[src/rtl/bch_31_dec_ctrl.sv]
// bch_31_dec_ctrl: sequencing controller for the t=2 BCH(31,21) decoder.
//
// Accepts a received word and its syndromes, presents the syndromes to an
// external two-stage Berlekamp-Massey datapath, samples its locator
// coefficients, runs a serial 31-step Chien search and returns the corrected
// word with error status.
//
// Ports
//   clk, rst                      clock, asynchronous active-low reset
//   in_valid/in_ready             input handshake (ready only while idle)
//   in_data[30:0], in_S1..in_S4   received word (bit i = x^i) and syndromes
//   bm_S1..bm_S4                  registered syndromes to the BM datapath
//   bm_lambda1, bm_lambda2        locator coefficients from the BM datapath
//   out_valid/out_ready           output handshake
//   out_data[30:0]                corrected word, or raw word if uncorrectable
//   out_nerr[1:0], out_fail       corrected error count, uncorrectable flag
//
// Optional feature (macro BCH_DEC_STATS_EN): adds stat_words, stat_corr and
// stat_fail, 16-bit saturating counters of completed output handshakes.
module bch_31_dec_ctrl (
  input  logic        clk,
  input  logic        rst,
  input  logic        in_valid,
  output logic        in_ready,
  input  logic [30:0] in_data,
  input  logic [4:0]  in_S1,
  input  logic [4:0]  in_S2,
  input  logic [4:0]  in_S3,
  input  logic [4:0]  in_S4,
  output logic [4:0]  bm_S1,
  output logic [4:0]  bm_S2,
  output logic [4:0]  bm_S3,
  output logic [4:0]  bm_S4,
  input  logic [4:0]  bm_lambda1,
  input  logic [4:0]  bm_lambda2,
  output logic        out_valid,
  input  logic        out_ready,
  output logic [30:0] out_data,
  output logic [1:0]  out_nerr,
  output logic        out_fail
`ifdef BCH_DEC_STATS_EN
  ,
  output logic [15:0] stat_words,
  output logic [15:0] stat_corr,
  output logic [15:0] stat_fail
`endif
);

  typedef enum logic [1:0] {StIdle, StBmWait, StChien, StDone} state_e;

  state_e      state_q, state_d;

  logic [30:0] data_q;
  logic [4:0]  s1_q, s2_q, s3_q, s4_q;
  logic [1:0]  wait_q;
  logic [4:0]  idx_q;
  logic [4:0]  t1_q, t2_q;
  logic [30:0] mask_q;
  logic [1:0]  roots_q;
  logic [1:0]  deg_q;

  logic        out_valid_q;
  logic [30:0] out_data_q;
  logic [1:0]  out_nerr_q;
  logic        out_fail_q;

  logic        accept, syn_zero, sample, step, last, fire;
  logic        lam_zero, is_root;
  logic [4:0]  lam1_eff, lam2_eff, cur_t1, cur_t2;
  logic        res_fail;
  logic [30:0] res_data;
  logic [1:0]  res_nerr;

  // Multiply by alpha^-1 = alpha^4 + alpha in GF(2^5), poly x^5+x^2+1.
  function automatic logic [4:0] mul_ainv(input logic [4:0] a);
    return {1'b0, a[4:1]} ^ (a[0] ? 5'b10010 : 5'b00000);
  endfunction

  // Datapath decode
  always_comb begin
    accept   = (state_q == StIdle) && in_valid;
    syn_zero = ~|{in_S1, in_S2, in_S3, in_S4};
    sample   = (state_q == StBmWait) && (wait_q == 2'd2);
    step     = sample || (state_q == StChien);
    last     = (state_q == StChien) && (idx_q == 5'd30);
    fire     = out_valid_q && out_ready;

    // A zero divisor in BM yields an all-zero locator; treat as single error.
    lam_zero = (bm_lambda1 == 5'd0) && (bm_lambda2 == 5'd0);
    lam1_eff = lam_zero ? s1_q : bm_lambda1;
    lam2_eff = lam_zero ? 5'd0 : bm_lambda2;

    // Position 0 is evaluated on the sampling edge straight from the locator.
    cur_t1   = sample ? lam1_eff : t1_q;
    cur_t2   = sample ? lam2_eff : t2_q;
    is_root  = ((5'd1 ^ cur_t1 ^ cur_t2) == 5'd0);

    res_fail = (roots_q != deg_q);
    res_data = res_fail ? data_q : (data_q ^ mask_q);
    res_nerr = res_fail ? 2'd0 : roots_q;
  end

  // FSM: state register
  always_ff @(posedge clk or negedge rst) begin
    if (!rst) begin
      state_q <= StIdle;
    end else begin
      state_q <= state_d;
    end
  end

  // FSM: next state
  always_comb begin
    state_d = state_q;
    unique case (state_q)
      StIdle:   if (in_valid) state_d = syn_zero ? StDone : StBmWait;
      StBmWait: if (sample) state_d = StChien;
      StChien:  if (last) state_d = StDone;
      StDone:   if (fire) state_d = StIdle;
    endcase
  end

  // FSM: outputs
  always_comb begin
    in_ready  = (state_q == StIdle);
    out_valid = out_valid_q;
    out_data  = out_data_q;
    out_nerr  = out_nerr_q;
    out_fail  = out_fail_q;
    bm_S1     = s1_q;
    bm_S2     = s2_q;
    bm_S3     = s3_q;
    bm_S4     = s4_q;
  end

  // Word capture, BM wait and Chien search
  always_ff @(posedge clk or negedge rst) begin
    if (!rst) begin
      data_q  <= '0;
      s1_q    <= '0;
      s2_q    <= '0;
      s3_q    <= '0;
      s4_q    <= '0;
      wait_q  <= '0;
      idx_q   <= '0;
      t1_q    <= '0;
      t2_q    <= '0;
      mask_q  <= '0;
      roots_q <= '0;
      deg_q   <= '0;
    end else if (accept) begin
      data_q  <= in_data;
      s1_q    <= in_S1;
      s2_q    <= in_S2;
      s3_q    <= in_S3;
      s4_q    <= in_S4;
      wait_q  <= '0;
      idx_q   <= '0;
      t1_q    <= '0;
      t2_q    <= '0;
      mask_q  <= '0;
      roots_q <= '0;
      // deg 0 with no roots makes the clean-word path report no failure
      deg_q   <= '0;
    end else begin
      if ((state_q == StBmWait) && !sample) begin
        wait_q <= wait_q + 2'd1;
      end
      if (sample) begin
        deg_q <= (lam2_eff != 5'd0) ? 2'd2 : 2'd1;
      end
      if (step) begin
        t1_q  <= mul_ainv(cur_t1);
        t2_q  <= mul_ainv(mul_ainv(cur_t2));
        idx_q <= idx_q + 5'd1;
        if (is_root) begin
          mask_q  <= mask_q | (31'd1 << idx_q);
          roots_q <= (roots_q == 2'd3) ? 2'd3 : roots_q + 2'd1;
        end
      end
    end
  end

  // Result registers: loaded on the first DONE cycle, held until taken
  always_ff @(posedge clk or negedge rst) begin
    if (!rst) begin
      out_valid_q <= 1'b0;
      out_data_q  <= '0;
      out_nerr_q  <= '0;
      out_fail_q  <= 1'b0;
    end else if ((state_q == StDone) && !out_valid_q) begin
      out_valid_q <= 1'b1;
      out_data_q  <= res_data;
      out_nerr_q  <= res_nerr;
      out_fail_q  <= res_fail;
    end else if (fire) begin
      out_valid_q <= 1'b0;
    end
  end

`ifdef BCH_DEC_STATS_EN
  logic [15:0] stat_words_q, stat_corr_q, stat_fail_q;

  always_ff @(posedge clk or negedge rst) begin
    if (!rst) begin
      stat_words_q <= '0;
      stat_corr_q  <= '0;
      stat_fail_q  <= '0;
    end else if (fire) begin
      if (stat_words_q != 16'hFFFF) stat_words_q <= stat_words_q + 16'd1;
      if ((out_nerr_q != 2'd0) && !out_fail_q && (stat_corr_q != 16'hFFFF)) begin
        stat_corr_q <= stat_corr_q + 16'd1;
      end
      if (out_fail_q && (stat_fail_q != 16'hFFFF)) begin
        stat_fail_q <= stat_fail_q + 16'd1;
      end
    end
  end

  assign stat_words = stat_words_q;
  assign stat_corr  = stat_corr_q;
  assign stat_fail  = stat_fail_q;
`endif

endmodule

[config.mk]
export PLATFORM = sky130hd
export DESIGN_NAME = bch_31_dec_ctrl
export DESIGN_NICKNAME = d
export VERILOG_FILES = /design/src/rtl/bch_31_dec_ctrl.sv
export SDC_FILE = /design/constraint.sdc
export NUM_CORES = 1
export LEC_CHECK = 0
export CORE_MARGIN = 2
export CORE_UTILIZATION = 40
export DETAILED_ROUTE_END_ITERATION = 6
export PLACE_DENSITY = 0.78
export RECOVER_POWER = 25
export SYNTH_ARGS = -nofsm -noshare
export SYNTH_HDL_FRONTEND = slang
export SYNTH_SLANG_ARGS = --single-unit
export TNS_END_PERCENT = 100
[constraint.sdc]
create_clock -name clk -period 2.09 [get_ports clk]
set_input_delay 0.5225 -clock clk [delete_from_list [all_inputs] [get_ports clk]]
set_output_delay 0.5225 -clock clk [all_outputs]
set_load 0.005 [all_outputs]
---- Word-level counts from Yosys, hierarchy flattened ----
Index checks and enable logic that the tools add are counted.
word-level totals
  register bits ........................... 140
  output and inout port bits .............. 56
  input port bits ......................... 65
  word-level logic and storage cells ...... 97
cells by class
  multiplexer cells ....................... 35
  bitwise operators ....................... 7
  equality and inequality tests ........... 11
  shift operators ......................... 1
  reduce and logical (&&, ||, !) cells .... 23
  add/sub/neg operators ................... 3
operators by type and width
  operator                                                                count
  31-bit 2-to-1 mux                                                       4
  5-bit 2-to-1 mux                                                        13
  31-bit bitwise OR                                                       1
  1-bit by 5-bit left shift with 31-bit output (first input constant)     1
  31-bit XOR                                                              1
  2-bit 2-to-1 mux                                                        15
  20-bit OR reduction                                                     1
  5-bit logical NOT                                                       3
  4-bit by 5-bit XOR with 5-bit output                                    3
  2-bit nonzero test                                                      5
  2-bit equality test (second input constant)                             4
  2-bit inequality test (second input constant)                           4
  2-bit case mux with 4 select lines                                      1
  1-bit logical AND                                                       7
  5-bit by 1-bit adder with 5-bit output (second input constant)          1
  5-bit equality test (second input constant)                             1
  5-bit nonzero test                                                      1
  5-bit XOR                                                               1
  2-bit by 1-bit adder with 2-bit output (second input constant)          2
  4-bit AND reduction                                                     1
  2-bit by 1-bit equality test with 1-bit output (second input constant)  1
  1-bit logical NOT                                                       2
  2-bit logical NOT                                                       1
  1-bit 2-to-1 mux                                                        2
  other kinds (4)                                                         4

---- Longest topological paths before layout ----
  depth after elaboration ................. 10
  gate-level depth with buffers ........... 12
  gate-level depth less buffers ........... 9

---- Least setup slack after synthesis ----
OpenSTA, ideal clock, no wires.
  kind .................................... input port to flip-flop
  start ................................... input port bm_lambda2[2]
  end ..................................... register mask_q[0]
  arrival time ............................ 2.191 ns
  path slack .............................. -0.233 ns
  buffers on the path ..................... 2
  library setup time ...................... 0.132 ns
  required time ........................... 1.958 ns
  stages on the path ...................... 9
  cells stage by stage .................... or4_4 -> nor4_4 -> a311oi_1 -> o21ai_0 -> nor3_2 -> buf_4 -> buf_6 -> a31oi_1 -> nor2_1
between the ends
  cells in the longest elaborated chain, start to end .. 9
  elaborated cells on any way between the ends .. 11
  those cells by class .................... mux (4); bitwise (2); reduce/logical (5)
ends and longest elaborated chain
  item                             RTL line  RTL
  start: declaration               35        input logic [4:0] bm_lambda2,
  5-bit logical NOT                89        lam_zero = (bm_lambda1 == 5'd0) && (bm_lambda2 == 5'd0);
  1-bit logical AND                89
  5-bit 2-to-1 mux                 90        lam1_eff = lam_zero ? s1_q : bm_lambda1;
  5-bit 2-to-1 mux                 94        cur_t1 = sample ? lam1_eff : t1_q;
  1-bit NOT (no line)              --
  5-bit XOR *                      96        is_root = ((5'd1 ^ cur_t1 ^ cur_t2) == 5'd0);
  5-bit logical NOT *              96
  2-bit nonzero test (no line) *   --
  2-bit AND reduction (no line) *  --
  end signal: assignment           177       mask_q <= mask_q | (31'd1 << idx_q);
  end: declaration                 58        logic [30:0] mask_q;
Mark *: on every way between the ends. The rest lies on a longest branch, timed or not.
A chain may end at the register's enable or synchronous reset.

---- Final worst setup path ----
  start ................................... input port bm_lambda2[2]
  end ..................................... register mask_q[23]
Same word-level chain as after synthesis.

==> out/results.env <==
STATUS='complete, but fails checks'
VIOLATIONS_IN_THE_FINAL_REPORTS='negative setup slack'
TIMING.FINAL.CRIT_PERIOD_NS=2.28
PORT-BUFFER-COUNT=120
GRT_MAX_DEGREE=95
CTS_CLK_PIN_SLEW_WORST_PATHS_NS=0.06
DRT-TOTAL-WL_UM=15800
ANT_NETS=0
PLACE.GP.CONGESTION=0.934
DRIVE_GT1_SHARE_PCT=17.2
POWER.STATIC_LEAKAGE_nW=4.16
DIE_H_UM=130
FLOORPLAN.DIE.WIDTH_UM=130
TIGHTEST_SLEW_NS=1.22
FINAL_NET_COUNT=927
CRITICAL_PATH.ENDPOINT_TYPE='flip-flop'
AREA_GROWTH_PCT=44.9
FINALMAXSLEWVIOLATIONS=0
MAXSLEWHEADROOM_PCT=18.7
CLK_LAT_WORST_SKEW_NS=0.41
YS_SEQ_AREA_SHARE_PCT=55.2
POST_SYNTH_NUM_CELL_TYPES=44
VDD_IR_DROP_MAX_uV=629
ANTENNA_CELL_COUNT=0
CRITPATHARRIVALTIME_NS=2.55
GRT_PASS1_WL_UM=25500
AVGSYNTHCELLAREA_UM2=9.13
CTSHTREEMAXLEVEL=4
INITIALDRTVIOLATIONCOUNT=285
POST-ROUTE-PERIOD-UTIL_PCT=109
CRIT_PATH_START_KIND='input port'
CLOCK_SINK_COUNT=140
FINAL_CORE_UTILIZATION_PCT=58.5
HOLD_WS_NS=0.362
SYNTH_FLOP_CELL='sky130_fd_sc_hd__dfrtp_1'
TIMING_HOLD_VIOLATIONS_FINAL=0
PIN_COUNT=121
NUMBER_OF_STANDARD_CELL_ROWS_IN_THE_FLOORPLAN=46
MOSTFREQUENTLAYOUTCELL='sky130_fd_sc_hd__nand2_1'
SYNTH-ASYNC-RESET-RATIO_PCT=100
HIGHEST_NET_FANOUT_ALONG_THE_WORST_PATH=8
GRT_SETUP_UNREPAIRED='yes'
YS_FF_LATCH=140
TRITONCTS='yes'
MAX-CLOCK-PATH-BUFFERS=2
SYNTH_ENABLE_FLOP_CELLS=0
CLOCK_TREE_ROOT_BUFFER_CELL='sky130_fd_sc_hd__clkbuf_16'
DETAILEDPLACEMENTHPWL_UM=10000
START_UTIL_PCT=40.4
INITIAL_ANTENNA_VIOLATION_COUNT=0
SYN_NETS=771
POWER_PER_CELL_AREA_nW_PER_UM2=1410
DETAIL_ROUTE.DRC_VIOLATIONS=0
TIMING.CLOCK.SKEW_NS=0.00634
GLOBAL_ROUTE_OVERFLOW=0
DETAILEDROUTE.FIRSTPASSITERATIONCOUNT=4
SEQ_AREA_UM2=3500
CRIT_PATH_REQUIRED_TIME_NS=2.36
HOLD_CLASS='in -> async'
PATH_CLASS='in -> reg'
FMAX_MHz=439
FILL_CELLS=1348
WL_PER_CELL_UM=14.6
CTS-BUFFERS-INSERTED=17
SYNTH_AREA_UM2=6340
GRT_PASS1_VIAS=5194
SYN_INST=695
MOSTFREQUENTLAYOUTCELLS='sky130_fd_sc_hd__nand2_1 (235), sky130_fd_sc_hd__dfrtp_1 (140), sky130_fd_sc_hd__clkdlybuf4s50_1 (109)'
ROUTED_VIA_DENSITY=4.91
FLOORPLAN.CORE_AREA_UM2=15700
DIE_AREA_UM2=16900
VIAS=5299
MULTIINPUTGATEAREA_UM2=3040
SYNTHESIS_WARNINGS=0
POST-ROUTE-WORST-SETUP-SLACK_NS=-0.190
NUMBER_OF_SETUP_VIOLATIONS_IN_THE_FINAL_REPORT=33
GRT_UTIL_ALL_LAYERS_PCT=19.2
MAXCAPVIOLATIONS=0
## synth_stat cells, types with 2 or more instances
master                     number  area [um^2]
sky130_fd_sc_hd__a211oi_1       8         60.1
sky130_fd_sc_hd__a21oi_1        9         45.0
sky130_fd_sc_hd__a31oi_1       24          150
sky130_fd_sc_hd__a41oi_1        3         26.3
sky130_fd_sc_hd__and2_1         5         31.3
sky130_fd_sc_hd__clkbuf_1      34          128
sky130_fd_sc_hd__dfrtp_1      140         3500
sky130_fd_sc_hd__ha_1          11          138
sky130_fd_sc_hd__inv_1         15         56.3
sky130_fd_sc_hd__mux2i_1        8         80.1
sky130_fd_sc_hd__nand2_1      237          890
sky130_fd_sc_hd__nand2b_1       5         31.3
sky130_fd_sc_hd__nand4_1        2         12.5
sky130_fd_sc_hd__nor2_1        50          188
sky130_fd_sc_hd__nor2b_1        6         37.5
sky130_fd_sc_hd__nor3_1         3         15.0
sky130_fd_sc_hd__nor3b_1        2         15.0
sky130_fd_sc_hd__nor4_1         8         50.1
sky130_fd_sc_hd__o21ai_0       51          255
sky130_fd_sc_hd__o21ai_1        6         30.0
sky130_fd_sc_hd__xnor2_1        5         43.8
sky130_fd_sc_hd__xor2_1        41          359
## cells by family after synthesis
family                   Yosys count  share of synthesized area (%)
AO/OA/AOI/OAI                    112                           10.5
XOR/XNOR                          46                           6.35
buffers and inverters             52                           3.27
multiplexers                       8                           1.26
adder cells (fa/ha/maj)           11                           2.17
flip-flops                       140                           55.2
AND/OR/NAND/NOR                  326                           21.2
## metrics by stage
stage	total power [mW]	instance area (um^2)	setup slack, ns	instances	setup TNS (ns)
floorplan	6.94	6340	-0.221	695	-5.60
global placement	8.93	8050	-0.788	1035	-32.81
detailed placement	9.10	8050	-0.914	1035	-37.51
CTS	12.8	9000	-0.157	1080	-2.93
global route	13.8	9190	-0.244	1080	-6.03
finish	12.9	9190	-0.190	1080	-3.01
## flip-flops by register name, indices dropped and copies added (netlist names)
register   cells
data_q        31
mask_q        31
out_data      31
bm_S1          5
bm_S2          5
bm_S3          5
bm_S4          5
idx_q          5
t1_q           5
t2_q           5
deg_q          2
out_nerr       2
roots_q        2
state_q        2
wait_q         2
out_fail       1
out_valid      1
## layer usage
metal	vias up	GRT usage, %	part of all wire (%)
met5	-	0	0
met4	0	5.57	1.4
met3	22	5.41	5.6
met2	148	31.4	49
met1	2528	24.9	44
li1	2601	-	-
## final timing paths
check | to | cells after the start | from | slack, ns
max | mask_q[23]$_DFFE_PN0P_ | 11 | bm_lambda2[2] | -0.19
min | out_data[5]$_DFFE_PN0P_ | 1 | rst | 0.36
max reg2reg | mask_q[10]$_DFFE_PN0P_ | 12 | state_q[1]$_DFFE_PN0P_ | -0.14
min reg2reg | bm_S3[0]$_DFFE_PN0P_ | 2 | bm_S3[0]$_DFFE_PN0P_ | 0.47
max in group asynchronous | data_q[29]$_DFFE_PN0P_ | 2 | rst | 0.37
min in group clk | bm_S3[0]$_DFFE_PN0P_ | 2 | bm_S3[0]$_DFFE_PN0P_ | 0.47
## cell type report
class / count / area share [%]
sequential: 140 / 38.1
multi-input combinational: 504 / 33.1
timing repair buffer: 173 / 18.3
clock buffer: 22 / 5.16
tap: 216 / 2.94
clock inverter: 10 / 1.77
inverter: 15 / 0.640
## critical path, cell delays in order
cell                      delay [ns]
sky130_fd_sc_hd__buf_6          0.09
sky130_fd_sc_hd__or4_4          0.56
sky130_fd_sc_hd__nor4_2         0.32
sky130_fd_sc_hd__nor3_2         0.12
sky130_fd_sc_hd__o31ai_4        0.22
sky130_fd_sc_hd__nor3_4         0.06
sky130_fd_sc_hd__buf_6          0.14
sky130_fd_sc_hd__buf_6          0.12
sky130_fd_sc_hd__buf_12         0.13
sky130_fd_sc_hd__a41oi_2        0.19
sky130_fd_sc_hd__nor2_1         0.05
## where the power goes
group	total [mW]	switching [mW]	internal (mW)
clock	3.20	1.12	2.09
combinational	5.22	2.72	2.50
sequential	4.50	0.773	3.73
## repair_timing
| action | 4_1_cts | 5_1_grt |
|---|---|---|
| hold buffers | 0 | 0 |
| pin swaps | 15 | 13 |
| resized for setup | 71 | 41 |
| endpoints found under the setup margin | 35 | 36 |
| gates cloned | 3 | 0 |
| setup buffers | 10 | 1 |
No activity file was read; power rests on OpenSTA's default activity.
